[config.mk]
export PLATFORM = sky130hd
export DESIGN_NAME = alu_op_sequencer_flat
export DESIGN_NICKNAME = d
export VERILOG_FILES = /design/src/rtl/alu_op_sequencer_if.sv /design/src/rtl/alu_op_sequencer.sv /design/src/flat_wrapper.sv
export SDC_FILE = /design/constraint.sdc
export NUM_CORES = 1
export LEC_CHECK = 0
export CORE_MARGIN = 4
export CORE_UTILIZATION = 70
export CTS_BUF_LIST = sky130_fd_sc_hd__clkbuf_8
export CTS_CLUSTER_SIZE = 12
export DETAILED_ROUTE_END_ITERATION = 7
export DONT_BUFFER_PORTS = 1
export HOLD_SLACK_MARGIN = 0.05
export PLACE_DENSITY = 0.87
export SLEW_MARGIN = 15
export SYNTH_ARGS = -nofsm -noshare
export SYNTH_HDL_FRONTEND = slang
export SYNTH_SLANG_ARGS = --single-unit
[constraint.sdc]
create_clock -name clk -period 4.05 [get_ports clk]
set_clock_uncertainty 0.05 [all_clocks]
set_input_delay 0.6075 -clock clk [delete_from_list [all_inputs] [get_ports clk]]
set_output_delay 0.6075 -clock clk [all_outputs]
set_load 0.005 [all_outputs]
[src/rtl/alu_op_sequencer_if.sv]
`default_nettype none
// ============================================================================
// Module      : alu_op_sequencer_if
// Description : Op request handshake plus ALU operand/control/result bus for
//               the ALU op sequencer. master = requester/ALU side,
//               slave = sequencer.
// Revision    : 1.0  initial release
// ============================================================================
interface alu_op_sequencer_if;
  logic       op_valid;
  logic       op_ready;
  logic [3:0] opcode;
  logic [7:0] operand;
  logic [7:0] alu_z;
  logic [7:0] alu_flags;
  logic [7:0] alu_a;
  logic [7:0] alu_x;
  logic [2:0] opsel;
  logic       a_inv;
  logic       x_inv;
  logic       op_inv;
  logic       carry_in;
  logic [7:0] acc;
  logic [7:0] flags;
  logic       done;
  logic       err;

  modport master (
    output op_valid, opcode, operand, alu_z, alu_flags,
    input  op_ready, alu_a, alu_x, opsel, a_inv, x_inv, op_inv, carry_in,
           acc, flags, done, err
  );

  modport slave (
    input  op_valid, opcode, operand, alu_z, alu_flags,
    output op_ready, alu_a, alu_x, opsel, a_inv, x_inv, op_inv, carry_in,
           acc, flags, done, err
  );
endinterface
`default_nettype wire

[src/rtl/alu_op_sequencer.sv]
`default_nettype none
// ============================================================================
// Module      : alu_op_sequencer
// Description : Control side of the 8-bit ALU. Accepts one op at a time,
//               drives ALU operands/controls, captures the ALU result and
//               writes back accumulator and flags {S,Z,0,AC,0,P,0,C}.
// Revision    : 1.0  initial release
// ============================================================================
module alu_op_sequencer #(
  parameter logic [7:0] ACC_RESET   = 8'h00,
  parameter logic [7:0] FLAGS_RESET = 8'h00
) (
  input  wire logic          clk,
  input  wire logic          rst_n,
  alu_op_sequencer_if.slave  bus
);

  typedef enum logic [1:0] {
    ST_IDLE = 2'd0,
    ST_EXEC = 2'd1,
    ST_DONE = 2'd2
  } state_t;

  localparam logic [3:0] OP_AND  = 4'd0;
  localparam logic [3:0] OP_OR   = 4'd1;
  localparam logic [3:0] OP_XOR  = 4'd2;
  localparam logic [3:0] OP_XNOR = 4'd3;
  localparam logic [3:0] OP_ADD  = 4'd4;
  localparam logic [3:0] OP_ADC  = 4'd5;
  localparam logic [3:0] OP_SUB  = 4'd6;
  localparam logic [3:0] OP_SBB  = 4'd7;
  localparam logic [3:0] OP_SHR  = 4'd8;
  localparam logic [3:0] OP_RRC  = 4'd9;
  localparam logic [3:0] OP_NOT  = 4'd10;
  localparam logic [3:0] OP_LDA  = 4'd11;
  localparam logic [3:0] OP_CMP  = 4'd12;

  state_t     state_q,    state_d;
  logic [7:0] acc_q,      acc_d;
  logic [7:0] flags_q,    flags_d;
  logic [7:0] alu_x_q,    alu_x_d;
  logic [2:0] opsel_q,    opsel_d;
  logic       a_inv_q,    a_inv_d;
  logic       x_inv_q,    x_inv_d;
  logic       op_inv_q,   op_inv_d;
  logic       carry_in_q, carry_in_d;
  logic [3:0] opcode_q,   opcode_d;
  logic       done_q,     done_d;
  logic       err_q,      err_d;

  logic [2:0] dec_opsel;
  logic       dec_a_inv, dec_x_inv, dec_op_inv, dec_cin;
  logic [7:0] dec_x;
  logic       res_c, res_ac;
  logic [7:0] res_flags;

  // Decode the incoming opcode into ALU controls; carry-in comes from C as held now
  always_comb begin
    dec_opsel  = 3'b000;
    dec_a_inv  = 1'b0;
    dec_x_inv  = 1'b0;
    dec_op_inv = 1'b0;
    dec_cin    = 1'b0;
    dec_x      = bus.operand;
    case (bus.opcode)
      OP_OR:           begin dec_a_inv = 1'b1; dec_x_inv = 1'b1; dec_op_inv = 1'b1; end
      OP_XOR:          dec_opsel = 3'b001;
      OP_XNOR:         begin dec_opsel = 3'b001; dec_op_inv = 1'b1; end
      OP_ADD:          dec_opsel = 3'b010;
      OP_ADC:          begin dec_opsel = 3'b010; dec_cin = flags_q[0]; end
      OP_SUB, OP_CMP:  begin dec_opsel = 3'b010; dec_x_inv = 1'b1; dec_cin = 1'b1; end
      OP_SBB:          begin dec_opsel = 3'b010; dec_x_inv = 1'b1; dec_cin = ~flags_q[0]; end
      OP_SHR:          dec_opsel = 3'b011;
      OP_RRC:          begin dec_opsel = 3'b011; dec_cin = flags_q[0]; end
      OP_NOT:          begin dec_x = 8'h00; dec_x_inv = 1'b1; dec_op_inv = 1'b1; end
      default:         ;
    endcase
  end

  // Build the new flag byte from the ALU result of the op in flight
  always_comb begin
    res_c  = 1'b0;
    res_ac = 1'b0;
    case (opcode_q)
      OP_ADD, OP_ADC, OP_SUB, OP_SBB, OP_CMP: begin
        res_c  = bus.alu_flags[0];
        res_ac = bus.alu_flags[4];
      end
      OP_SHR, OP_RRC: res_c = acc_q[0];
      default:        ;
    endcase
    res_flags = {bus.alu_z[7], (bus.alu_z == 8'h00), 1'b0, res_ac,
                 1'b0, ~^bus.alu_z, 1'b0, res_c};
  end

  // Next-state: latch controls at accept, write back in EXEC, pulse done/err
  always_comb begin
    state_d    = state_q;
    acc_d      = acc_q;
    flags_d    = flags_q;
    alu_x_d    = alu_x_q;
    opsel_d    = opsel_q;
    a_inv_d    = a_inv_q;
    x_inv_d    = x_inv_q;
    op_inv_d   = op_inv_q;
    carry_in_d = carry_in_q;
    opcode_d   = opcode_q;
    done_d     = 1'b0;
    err_d      = 1'b0;
    case (state_q)
      ST_IDLE: begin
        if (bus.op_valid) begin
          state_d    = ST_EXEC;
          opcode_d   = bus.opcode;
          alu_x_d    = dec_x;
          opsel_d    = dec_opsel;
          a_inv_d    = dec_a_inv;
          x_inv_d    = dec_x_inv;
          op_inv_d   = dec_op_inv;
          carry_in_d = dec_cin;
        end
      end
      ST_EXEC: begin
        state_d = ST_DONE;
        done_d  = 1'b1;
        case (opcode_q)
          OP_LDA:               acc_d   = alu_x_q;
          OP_CMP:               flags_d = res_flags;
          4'd13, 4'd14, 4'd15:  err_d   = 1'b1;
          default: begin
            acc_d   = bus.alu_z;
            flags_d = res_flags;
          end
        endcase
      end
      ST_DONE: state_d = ST_IDLE;
      default: state_d = ST_IDLE;
    endcase
  end

  // State registers with asynchronous active-low reset
  always_ff @(posedge clk or negedge rst_n) begin
    if (!rst_n) begin
      state_q    <= ST_IDLE;
      acc_q      <= ACC_RESET;
      flags_q    <= FLAGS_RESET;
      alu_x_q    <= 8'h00;
      opsel_q    <= 3'b000;
      a_inv_q    <= 1'b0;
      x_inv_q    <= 1'b0;
      op_inv_q   <= 1'b0;
      carry_in_q <= 1'b0;
      opcode_q   <= 4'd0;
      done_q     <= 1'b0;
      err_q      <= 1'b0;
    end else begin
      state_q    <= state_d;
      acc_q      <= acc_d;
      flags_q    <= flags_d;
      alu_x_q    <= alu_x_d;
      opsel_q    <= opsel_d;
      a_inv_q    <= a_inv_d;
      x_inv_q    <= x_inv_d;
      op_inv_q   <= op_inv_d;
      carry_in_q <= carry_in_d;
      opcode_q   <= opcode_d;
      done_q     <= done_d;
      err_q      <= err_d;
    end
  end

  assign bus.op_ready = (state_q == ST_IDLE);
  assign bus.alu_a    = acc_q;
  assign bus.alu_x    = alu_x_q;
  assign bus.opsel    = opsel_q;
  assign bus.a_inv    = a_inv_q;
  assign bus.x_inv    = x_inv_q;
  assign bus.op_inv   = op_inv_q;
  assign bus.carry_in = carry_in_q;
  assign bus.acc      = acc_q;
  assign bus.flags    = flags_q;
  assign bus.done     = done_q;
  assign bus.err      = err_q;

endmodule
`default_nettype wire
[src/flat_wrapper.sv]
// flat-port wrapper written by rule: the top's interface ports become plain ports
module alu_op_sequencer_flat 
#(
  parameter logic [7:0] ACC_RESET   = 8'h00,
  parameter logic [7:0] FLAGS_RESET = 8'h00
)
  (clk, rst_n, bus_op_valid, bus_opcode, bus_operand, bus_alu_z, bus_alu_flags, bus_op_ready, bus_alu_a, bus_alu_x, bus_opsel, bus_a_inv, bus_x_inv, bus_op_inv, bus_carry_in, bus_acc, bus_flags, bus_done, bus_err);
  alu_op_sequencer_if bus_i ();
  input  wire logic clk;
  input  wire logic rst_n;
  input wire logic [$bits(bus_i.op_valid)-1:0] bus_op_valid;
  input wire logic [$bits(bus_i.opcode)-1:0] bus_opcode;
  input wire logic [$bits(bus_i.operand)-1:0] bus_operand;
  input wire logic [$bits(bus_i.alu_z)-1:0] bus_alu_z;
  input wire logic [$bits(bus_i.alu_flags)-1:0] bus_alu_flags;
  output wire logic [$bits(bus_i.op_ready)-1:0] bus_op_ready;
  output wire logic [$bits(bus_i.alu_a)-1:0] bus_alu_a;
  output wire logic [$bits(bus_i.alu_x)-1:0] bus_alu_x;
  output wire logic [$bits(bus_i.opsel)-1:0] bus_opsel;
  output wire logic [$bits(bus_i.a_inv)-1:0] bus_a_inv;
  output wire logic [$bits(bus_i.x_inv)-1:0] bus_x_inv;
  output wire logic [$bits(bus_i.op_inv)-1:0] bus_op_inv;
  output wire logic [$bits(bus_i.carry_in)-1:0] bus_carry_in;
  output wire logic [$bits(bus_i.acc)-1:0] bus_acc;
  output wire logic [$bits(bus_i.flags)-1:0] bus_flags;
  output wire logic [$bits(bus_i.done)-1:0] bus_done;
  output wire logic [$bits(bus_i.err)-1:0] bus_err;
  assign bus_i.op_valid = bus_op_valid;
  assign bus_i.opcode = bus_opcode;
  assign bus_i.operand = bus_operand;
  assign bus_i.alu_z = bus_alu_z;
  assign bus_i.alu_flags = bus_alu_flags;
  assign bus_op_ready = bus_i.op_ready;
  assign bus_alu_a = bus_i.alu_a;
  assign bus_alu_x = bus_i.alu_x;
  assign bus_opsel = bus_i.opsel;
  assign bus_a_inv = bus_i.a_inv;
  assign bus_x_inv = bus_i.x_inv;
  assign bus_op_inv = bus_i.op_inv;
  assign bus_carry_in = bus_i.carry_in;
  assign bus_acc = bus_i.acc;
  assign bus_flags = bus_i.flags;
  assign bus_done = bus_i.done;
  assign bus_err = bus_i.err;
  alu_op_sequencer #(.ACC_RESET(ACC_RESET), .FLAGS_RESET(FLAGS_RESET)) u_core (.clk(clk), .rst_n(rst_n), .bus(bus_i));
endmodule
==> results of run 1 <==
[registers in the layout (all words and copies together) (netlist names)]
signal / count
u_core.bus.err: 1
u_core.bus.opsel: 2
u_core.bus.a_inv: 1
u_core.opcode_q: 4
u_core.bus.acc: 8
u_core.bus.carry_in: 1
u_core.state_q: 2
u_core.bus.done: 1
u_core.bus.alu_x: 8
u_core.bus.x_inv: 1
u_core.bus.flags: 5
u_core.bus.op_inv: 1
[cells in the final DEF, fill, tap and decap left out, types with 3 or more instances in the layout]
cell       n
clkbuf_8   5
conb_1     4
dfrtp_1   35
ha_1       4
inv_1     13
mux2i_1    9
nand2_1   44
nand3_1    8
nor2_1     5
o21ai_0   15
o31ai_1    3
xnor2_1    5
[final cells by class]
class | count | share of cell area (%)
Clock buffer | 5 | 3.85
Clock inverter | 3 | 1.12
Multi-Input combinational cell | 120 | 40.2
Inverter | 13 | 2.73
Sequential cell | 35 | 49.0
Timing Repair Buffer | 1 | 1.12
Tap cell | 28 | 1.96
[worst max-delay path: stages, from the launching register on]
cell and delay, ns:
dfrtp_1 0.39, nor2_1 0.18, nand2_1 0.44, inv_1 0.49, nor2_1 0.08, a31oi_1 0.15
[routing by layer]
metal	wire (um)	vias up	GRT usage (%)	share of wire, %
met5	0	-	0	0
met4	42	0	9.60	1.2
met3	353	5	10.5	10
met2	1640	45	33.7	49
met1	1340	548	25.3	40
li1	-	582	-	-
[what timing repair did]
item                                   CTS  global route
setup endpoints to repair                0             0
hold buffers                             1             0
endpoints found under the hold margin   35             0
buffers inserted                         0             0
[synthesized netlist by cell type, drive strengths merged]
master,count,area [um^2]
nand4,2,12.5
xnor2,5,43.8
a211oi,1,7.51
o31ai,3,22.5
and2,1,6.26
maj3,1,11.3
and2b,1,8.76
nand3,8,40.0
o221ai,1,8.76
clkbuf,6,23.8
nor2,5,18.8
o21a,2,15.0
conb,1,3.75
a31oi,2,12.5
mux2i,9,90.1
dfrtp,35,876
nor2b,1,6.26
ha,4,50.1
mux2,2,22.5
a21boi,1,18.8
buf,15,105
nand4bb,1,11.3
a41o,1,10.0
a21oi,1,5.00
nand4b,2,17.5
o21ai,15,75.1
nand2,44,165
o211a,1,10.0
inv,13,48.8
nor3b,1,7.51
nand3b,1,7.51
[cell families after synthesis]
logic type	share of synthesized area, %
AND/OR/NAND/NOR	17.1
flip-flops	49.7
buffers and inverters	10.1
AO/OA/AOI/OAI	10.5
multiplexers	6.39
adder cells (fa/ha/maj)	3.48
XOR/XNOR	2.49
other	0.213
[metrics by stage]
stage          cells  worst slack (ns)  hold WS, ns
2_1_floorplan    189              2.45        0.262
3_3_place_gp     196              2.10        0.263
3_5_place_dp     196              2.06        0.263
4_1_cts          205              2.18       0.0913
5_1_grt          205              1.99       0.0921
6_report         205              2.20       0.0904
[worst max-delay path by stage]
stage	endpoint	slack, ns	cells past startpoint	start
after floorplan	u_core.bus.flags[2]	2.45	5	bus_alu_z[6]
after global placement	u_core.bus.a_inv	2.10	3	bus_op_valid
after detailed placement	u_core.bus.a_inv	2.06	3	bus_op_valid
after CTS	u_core.bus.op_inv	2.18	5	u_core.state_q[0]
after global routing	u_core.bus.op_inv	1.99	5	u_core.state_q[0]
final	u_core.bus.op_inv	2.20	5	u_core.state_q[0]
[power by group]
group	internal, mW	switching, mW
Sequential	0.447	0.112
Clock	0.119	0.127
Combinational	0.0801	0.0957
==> impl_metrics.tcl, run 1 <==
set metrics [dict create \
    core-area_um2 2300 \
    drive_gt1_share_pct 7.91 \
    drc 0 \
    finalSetupViolCount 0 \
    grt_pass1_wl_um 5530 \
    insertedDiodeCount 0 \
    design.die.area_um2 3380 \
    ant_nets 0 \
    rrSetupSlack_ns 2.20 \
    ys_seq_area_share_pct 49.7 \
    htreeDepth 2 \
    maxSlewHeadroom_pct 54.3 \
    cts.sinks 35 \
    placed_area_um2 1680 \
    dieHeight_um 58.2 \
    cts_made_buffers 5 \
    cp-start-kind "flop" \
    first_pass_iters 4 \
    syn_to_final_growth_pct 1.49 \
    grt_usage_pct 21.6 \
    gp_congestion 0.799 \
    dpl.hpwl_um 2610 \
    routed-via-count 1180 \
    rr_worst_depth 5 \
    first_global_vias 1224 \
    synth-seq-cells 35 \
    tightest_slew_ns 0.683 \
    drt_iter0_drc 42 \
    grt_overflow 0 \
    antenna_found_initial 0 \
    yosysWarnings 0 \
    pin_count 73 \
    fillCellCount 155 \
    maxSlewViolCount 0 \
    critPathCaptureType "flop" \
    hold_path.class "in -> async" \
    maxCapViolations 0 \
    hold_viol 0 \
    leakage_nw 0.920 \
    grt_max_degree 36 \
    start_util_pct 76.7 \
    reg2reg_to "u_core.bus.op_inv" \
    irDropWorstVdd_mv 0.382 \
    period_share_pct 45.7 \
    portBuffers 0 \
    std_cell_rows 17 \
    path_clk_slew_ns 0.07 \
    ys_types 33 \
    cts_resized 0 \
    syn_avg_cell_area_um2 9.47 \
    fmax_mhz 540 \
    cts_tree "done" \
    ff_latch_area_um2 876 \
    insertion_delay_ns 0.29 \
    drt_wl_total_um 3380 \
    syn_area_um2 1760 \
    final_net_count 211 \
    finalInstanceArea_um2 1790 \
    outcome "complete, no violations" \
    setup_tns_ns 0 \
    post_drt_wl_per_cell_um 16.5 \
    multi_input_area_um2 719 \
    die_x_um 58.2 \
    clock_path_buffers 2 \
    power_density_nw_per_um2 549 \
    cp_max_fo 24 \
    syn_inst 186 \
    worstPathRequired_ns 4.21 \
    root_buffer "clkbuf_8" \
    reg2reg_from "u_core.state_q[0]" \
    critPathArrivalTime_ns 2.02 \
    layout_min_cycle_time_ns 1.85 \
    rsz0062_at_grt "false" \
    critPathKind "reg -> reg" \
    power_uw 981 \
    postLayoutCoreUtil_pct 77.8 \
    routed_via_density 5.76 \
]
(Power assumes the default switching activity.)
==> run 2: changes to the inputs <==
--- a/config.mk
+++ b/config.mk
@@ -6,13 +6,13 @@
 export NUM_CORES = 1
 export LEC_CHECK = 0
 export CORE_MARGIN = 4
-export CORE_UTILIZATION = 70
+export CORE_UTILIZATION = 59
 export CTS_BUF_LIST = sky130_fd_sc_hd__clkbuf_8
 export CTS_CLUSTER_SIZE = 12
 export DETAILED_ROUTE_END_ITERATION = 7
 export DONT_BUFFER_PORTS = 1
 export HOLD_SLACK_MARGIN = 0.05
-export PLACE_DENSITY = 0.87
+export PLACE_DENSITY = 0.79
 export SLEW_MARGIN = 15
 export SYNTH_ARGS = -nofsm -noshare
 export SYNTH_HDL_FRONTEND = slang
==> constraint.sdc (replaced) <==
create_clock -name clk -period 1.58 [get_ports clk]
set_clock_uncertainty 0.05 [all_clocks]
set_input_delay 0.237 -clock clk [delete_from_list [all_inputs] [get_ports clk]]
set_output_delay 0.237 -clock clk [all_outputs]
set_load 0.005 [all_outputs]
==> impl_metrics.tcl, run 2 (synthesis results as in run 1) <==
set metrics [dict create \
    outcome "complete, no violations" \
    finalSetupViolCount 0 \
    cp_max_fo 7 \
    critPathArrivalTime_ns 1.64 \
    clock_path_buffers 2 \
    routed_via_density 5.89 \
    fmax_mhz 654 \
    routed-via-count 1313 \
    core-area_um2 2810 \
    post_cts_buffers 0 \
    htreeDepth 2 \
    grt_max_degree 36 \
    post_drt_wl_per_cell_um 17.0 \
    portBuffers 0 \
    syn_to_final_growth_pct 9.45 \
    irDropWorstVdd_mv 0.648 \
    setup_tns_ns 0 \
    hold_buffers 11 \
    mostFrequentLayoutCell "nand2_1" \
    insertion_delay_ns 0.28 \
    grt_pass1_wl_um 6280 \
    period_share_pct 96.7 \
    hold_path.class "in -> reg" \
    drt_wl_total_um 3800 \
    grt_usage_pct 20.6 \
    critPathCaptureType "flop" \
    std_cell_rows 19 \
    insertedDiodeCount 0 \
    path_clk_slew_ns 0.07 \
    rsz0062_at_grt "false" \
    cts.sinks 35 \
    dieHeight_um 62.6 \
    pin_count 73 \
    first_global_vias 1304 \
    drc 0 \
    cts_tree "done" \
    worstPathRequired_ns 1.69 \
    postLayoutCoreUtil_pct 68.7 \
    design.die.area_um2 3920 \
    root_buffer "clkbuf_8" \
    worst_hold_slack_ns 0.0488 \
    critPathKind "reg -> reg" \
    leakage_nw 0.996 \
    drive_gt1_share_pct 9.38 \
    grt_overflow 0 \
    dpl.hpwl_um 2790 \
    antenna_found_initial 0 \
    ant_nets 0 \
    first_pass_iters 4 \
    maxSlewViolCount 0 \
    power_density_nw_per_um2 1320 \
    cts_made_buffers 5 \
    final_net_count 228 \
    drt_iter0_drc 90 \
    final_cell_mix "44 x nand2_1, 35 x dfrtp_1, 15 x o21ai_0" \
    die_x_um 62.6 \
    maxCapViolations 0 \
    cp-start-kind "flop" \
    start_util_pct 62.8 \
    gp_congestion 0.738 \
    layout_min_cycle_time_ns 1.53 \
    cts_resized 0 \
    hold_viol 0 \
]
==> run 2: cell count changes in the layout (fill, tap and decap cells not counted), sizes merged <==
cell         previous run  this run
inv                    13        14
clkinv                  1         0
clkinvlp                2         0
dlygate4sd3             0        10
buf                     1         8
==> run 2: where the power goes <==
group          internal, mW  switching [mW]  leakage (nW)  total (mW)
combinational         0.261           0.288         0.515       0.549
sequential             1.15           0.275         0.439        1.42
clock                 0.287           0.292        0.0413       0.579
total                  1.69           0.856         0.996        2.55
==> run 2: final timing paths <==
check / endpoint / cells after the start / startpoint / slack [ns]
setup / recovery: u_core.bus.flags[7] / 3 / u_core.opcode_q[2] / 0.05
hold / removal: u_core.bus.alu_x[3] / 2 / bus_operand[3] / 0.05
min in group asynchronous: u_core.bus.acc[1] / 2 / rst_n / 0.36
hold reg to reg: u_core.state_q[1] / 1 / u_core.state_q[1] / 0.40
setup reg to reg: u_core.bus.flags[7] / 3 / u_core.opcode_q[2] / 0.05
max in group asynchronous: u_core.bus.alu_x[5] / 2 / rst_n / 0.95
==> run 2: through the flow <==
stage	area [um^2]	power, mW	std cells	setup WS (ns)
after floorplan	1770	1.88	189	0.0929
after global placement	1740	1.90	206	0.110
after detailed placement	1740	1.95	206	0.0552
after CTS	1930	2.56	223	0.0378
after global routing	1930	2.72	223	0.000368
final	1930	2.55	223	0.0521
==> run 2: area by class of cell <==
cell class,count,area [um^2]
Timing Repair Buffer,18,173
Clock buffer,5,68.8
Multi-Input combinational cell,120,719
Clock inverter,1,3.75
Inverter,13,48.8
Fill cell,222,877
Sequential cell,35,876
Tap cell,31,38.8
==> run 2: critical path: stages, from the launching register on <==
cell and delay (ns):
dfrtp_1 0.38, maj3_2 0.34, a21boi_4 0.26, mux2_2 0.38
==> run 2: metal layers <==
metal,routed length [um],share of wire [%],vias up,track usage [%]
li1,-,-,612,-
met1,1460,39,647,22.7
met2,1940,51,48,35.2
met3,354,9.3,6,9.17
met4,41,1.1,0,7.44
met5,0,0,-,0
